<file path="src/rtl/rv32i_mem_arbiter.sv">
// Shares one single-port synchronous memory between instruction fetch and load/store.
// Data has priority; a bounded run of data grants forces a waiting fetch through.
module rv32i_mem_arbiter #(
    parameter int ADDR_WIDTH   = 32,
    parameter int MAX_DATA_RUN = 4
) (
    input  logic                  clk_i,
    input  logic                  reset_i,
    input  logic                  if_req_i,
    input  logic [ADDR_WIDTH-1:0] if_addr_i,
    output logic                  if_gnt_o,
    output logic                  if_rvalid_o,
    output logic [31:0]           if_rdata_o,
    input  logic                  d_req_i,
    input  logic                  d_we_i,
    input  logic [3:0]            d_be_i,
    input  logic [ADDR_WIDTH-1:0] d_addr_i,
    input  logic [31:0]           d_wdata_i,
    output logic                  d_gnt_o,
    output logic                  d_rvalid_o,
    output logic [31:0]           d_rdata_o,
    output logic                  mem_en_o,
    output logic [3:0]            mem_we_o,
    output logic [ADDR_WIDTH-1:0] mem_addr_o,
    output logic [31:0]           mem_wdata_o,
    input  logic [31:0]           mem_rdata_i
);

    typedef enum logic [1:0] {
        PEND_NONE = 2'd0,
        PEND_IF   = 2'd1,
        PEND_DL   = 2'd2
    } pend_e;

    localparam logic [3:0] RUN_MAX = 4'(MAX_DATA_RUN);

    pend_e      pending_q, pending_d;
    logic [3:0] run_cnt_q, run_cnt_d;
    logic       fetch_forced;

    assign fetch_forced = if_req_i && (run_cnt_q >= RUN_MAX);

    // Grants are suppressed while reset is held so nothing reaches memory.
    always_comb begin
        if_gnt_o = 1'b0;
        d_gnt_o  = 1'b0;
        if (!reset_i) begin
            if (d_req_i && !fetch_forced) begin
                d_gnt_o = 1'b1;
            end else if (if_req_i) begin
                if_gnt_o = 1'b1;
            end
        end
    end

    always_comb begin
        mem_addr_o  = '0;
        mem_wdata_o = '0;
        mem_we_o    = 4'b0000;
        if (d_gnt_o) begin
            mem_addr_o  = d_addr_i;
            mem_wdata_o = d_wdata_i;
            mem_we_o    = d_we_i ? d_be_i : 4'b0000;
        end else if (if_gnt_o) begin
            mem_addr_o = if_addr_i;
        end
    end

    assign mem_en_o = if_gnt_o | d_gnt_o;

    always_comb begin
        run_cnt_d = run_cnt_q;
        if (if_gnt_o || !if_req_i) begin
            run_cnt_d = 4'd0;
        end else if (d_gnt_o && (run_cnt_q < RUN_MAX)) begin
            run_cnt_d = run_cnt_q + 4'd1;
        end
    end

    // Stores leave nothing pending; only reads expect data next cycle.
    always_comb begin
        pending_d = PEND_NONE;
        if (if_gnt_o) begin
            pending_d = PEND_IF;
        end else if (d_gnt_o && !d_we_i) begin
            pending_d = PEND_DL;
        end
    end

    always_ff @(posedge clk_i or posedge reset_i) begin
        if (reset_i) begin
            pending_q <= PEND_NONE;
            run_cnt_q <= 4'd0;
        end else begin
            pending_q <= pending_d;
            run_cnt_q <= run_cnt_d;
        end
    end

    assign if_rvalid_o = (pending_q == PEND_IF);
    assign d_rvalid_o  = (pending_q == PEND_DL);
    assign if_rdata_o  = mem_rdata_i;
    assign d_rdata_o   = mem_rdata_i;

endmodule

</file>
<file path="config.mk">
export PLATFORM = sky130hd
export DESIGN_NAME = rv32i_mem_arbiter
export DESIGN_NICKNAME = d
export VERILOG_FILES = /design/src/rtl/rv32i_mem_arbiter.sv
export SDC_FILE = /design/constraint.sdc
export NUM_CORES = 1
export LEC_CHECK = 0
export CORE_AREA = 2 2 107 109
export CTS_BUF_LIST = sky130_fd_sc_hd__clkbuf_8
export CTS_CLUSTER_DIAMETER = 50
export DETAILED_ROUTE_END_ITERATION = 8
export DIE_AREA = 0 0 109 111
export HOLD_SLACK_MARGIN = 0.12
export PLACE_DENSITY_LB_ADDON = 0.1
export REMOVE_ABC_BUFFERS = 1
export SYNTH_ARGS = -nofsm -noshare
export SYNTH_HDL_FRONTEND = slang
export SYNTH_SLANG_ARGS = --single-unit
</file>
<file path="constraint.sdc">
create_clock -name clk_i -period 2 [get_ports clk_i]
set_clock_uncertainty 0.15 [all_clocks]
set_input_delay 0.4 -clock clk_i [delete_from_list [all_inputs] [get_ports clk_i]]
set_output_delay 0.4 -clock clk_i [all_outputs]
set_load 0.01 [all_outputs]
</file>
==> metrics.txt <==
Congestion Overflow GR 0; clock tree buffer depth 2; Clock H-tree levels 1; routed wl met2 around 6500 µm; syn avg cell area around 7.3 µm²; min Tclk post-route 2060 ps; Hold WC Path Type in2async; Slew Limit Fails 0; first-pass GRT wire length 18,300 µm; antenna-violating nets left 0; max incr delay on CP between 400 and 500 ps; worst setup margin -61.2 ps; FF-to-FF setup slack roughly 540 ps; Max rail drop VDD between 150 and 200 µV; crit share post-route 1.03; total power approximately 930 µW; switching share of power 0.308; final routed DRC violation total 0; multiplexer share of the synthesized area 0; Post-Syn Area between 1500 and 2000 µm²; Layout Area Growth over Synthesis 103%; clock share of power 0.195; Arrival @ worst endpoint approximately 1500 ps; Ys Warns 0; die area roughly 12,000 µm²; clk root buf clkbuf_8; fraction of the mapped netlist area in simple logic gates 0.437; Slew @ Worst Pin just over 300 ps; met3 routed WL just under 3000 µm; routed len/inst approximately 26 µm; post-placement cell count around 500; clk sinks 6; register area share after synthesis 0.0793; post-synthesis compound-gate area fraction 0.129; # rows 39; top post-synthesis cells by area buf_4 27%, nand3b_1 25%, and3_1 11%; Antenna diodes 0; synthesized flop and latch total 6; vias per std cell between 4 and 5; Int Power ~640 µW; CTS Buf Count 3; Filler Cells Inserted around 1,200; Comb power frac 0.668; dpl ws -700 ps; adder-cell area share of the yosys netlist 0.00661; Req. time, crit path between 1000 and 1500 ps; final core occ 0.346; top-area cell type share of the netlist area 0.273; sequential share of power 0.137; clk_lat worst skew between 200 and 250 ps; Die Span Y ~110 µm; P_leak ~0.0017 µW; worst-path fanout max 7; Core Region around 11,000 µm²; CP Class reg2out; layout cells sized above 1 0.432; number of global-route vias before repair 2,527; cell taking the most area after synthesis buf_4; Distinct cells, synth 25; CP max stage cell dfrtp_2; Worst Setup SP run_cnt_q[3]; worst r2r src run_cnt_q[3]; Final Wtd Congestion around 0.87; WL met1 just over 4000 µm; fmax about 490 MHz; Power Dens Cells about 240 nW/µm²; CTS tree yes; NetSw 287 µW; Reg2Reg Depth 4; initial core utilization 0.171; Pre-Repair DR Iteration Count 6; Multi-input gate area between 1000 and 1500 µm²; largest family of logic cells by synthesized area simple AND/OR/NAND/NOR gates; Post-Syn Instances between 200 and 300; nets@finish ~520; Routed Wire Length between 10,000 and 15,000 µm; Setup Viol. Count Final 42; gr usage total 0.212; Setup crit end kind output pin; hold_buf cts 0; critical path, cell by cell nor3b_4, buf_6, buf_12, buf_16, o22ai_1, buf_2; total vias in the final route ~2,500; end point of the critical path mem_addr_o[22]; Chip Width 109 µm; pin count of the biggest net entering global routing 34; Port Buf Inserts 177; register area approximately 150 µm²; post-synthesis xor/xnor area fraction 0; First DRT Iteration DRCs 91; post-route insts no fill around 530; top layer in use met5; Hold Vio Cnt, Final 0; FF-to-FF End run_cnt_q[0]; Slew headroom 0.795; post-detail-place hpwl 10,700 µm; top-level I/O count around 270; violations in the final reports negative setup slack; outcome finished, violations left; Clk pin slew, worst setup/hold paths 40 ps; antenna violations before repair 0; Worst setup SP type flop; RSZ-0062 raised after global routing true; max_cap viols 0
==> critical path: cells and delay by family (launching register included) <==
family / cells / cell delay, ps
compound gates: 1 / 80
buf+inv: 4 / 510
flops: 1 / 460
simple gates: 1 / 230
==> kinds of logic after synthesis <==
family | after synthesis
AND/OR/NAND/NOR | 119
AO/OA/AOI/OAI | 37
adder cells (fa/ha/maj) | 1
buffers and inverters | 96
flip-flops | 6
==> power groups by stage <==
stage | clock, µW | sequential [µW] | combinational [µW]
floorplan | 0 | 128 | 156
global placement | 0 | 129 | 591
detailed placement | 0 | 129 | 591
CTS | 185 | 127 | 603
global route | 194 | 128 | 664
finish | 181 | 127 | 622
==> metrics by stage <==
stage / cell area (µm²) / hold WS (ps) / TNS (ps)
after floorplan: 1240 / 49.1 / -222
after global placement: 3380 / 408 / -44690
after detailed placement: 3380 / 420 / -44000
after CTS: 3650 / 301 / -2210
after global routing: 3840 / 330 / -3550
final: 3840 / 303 / -1410
==> flip-flops by register name, indices dropped and copies added (netlist names) <==
signal,count
pending_q,2
run_cnt_q,4
==> routing by layer <==
layer	GRT usage	up-vias
li1	-	1123
met1	0.190	1127
met2	0.342	226
met3	0.208	7
met4	0.0222	4
met5	0.116	-
==> worst min path at each step <==
stage | startpoint | end | cells after the start | slack [ps]
5_1_grt | reset_i | run_cnt_q[0] | 4 | 330
3_5_place_dp | run_cnt_q[0] | run_cnt_q[0] | 1 | 420
3_3_place_gp | run_cnt_q[0] | run_cnt_q[0] | 1 | 410
4_1_cts | reset_i | run_cnt_q[0] | 4 | 300
2_1_floorplan | reset_i | pending_q[0] | 1 | 50
6_report | reset_i | run_cnt_q[0] | 4 | 300
==> layout by cell type, fill, tap and decap left out, types with 3 or more instances in the layout <==
cell type / n
and3_1: 19
and3_4: 15
buf_12: 10
buf_2: 55
buf_4: 11
buf_6: 27
clkbuf_16: 3
clkbuf_8: 3
clkdlybuf4s50_1: 102
dfrtp_1: 4
nand2_1: 5
nand3b_1: 64
nor3_2: 3
o22ai_1: 7
o22ai_2: 24
==> what timing repair did <==
action | 4_1_cts | 5_1_grt
gates cloned | 6 | 3
gates resized for setup | 355 | 35
pin swaps | 21 | 14
setup endpoints to repair | 71 | 59
setup buffers | 13 | 2
==> Yosys cell counts, drive strengths merged <==
| cell | instances |
|---|---|
| dfrtp | 6 |
| o21ai | 1 |
| o21a | 1 |
| and3 | 34 |
| a41o | 1 |
| nand2b | 1 |
| ha | 1 |
| nor2 | 3 |
| nand2 | 5 |
| nor3b | 2 |
| nor2b | 3 |
| clkbuf | 15 |
| a32o | 1 |
| inv | 1 |
| o41ai | 1 |
| nand3 | 1 |
| buf | 80 |
| nand3b | 64 |
| nor3 | 5 |
| nor4b | 1 |
| o22ai | 32 |
==> final cells by class <==
cell class	instances	share of cell area
Timing Repair Buffer	215	0.546
Tap cell	143	0.0466
Multi-Input combinational cell	157	0.356
Clock buffer	3	0.0108
Sequential cell	6	0.0398
Inverter	1	0.000978
Power figures use the tool's default switching activity.
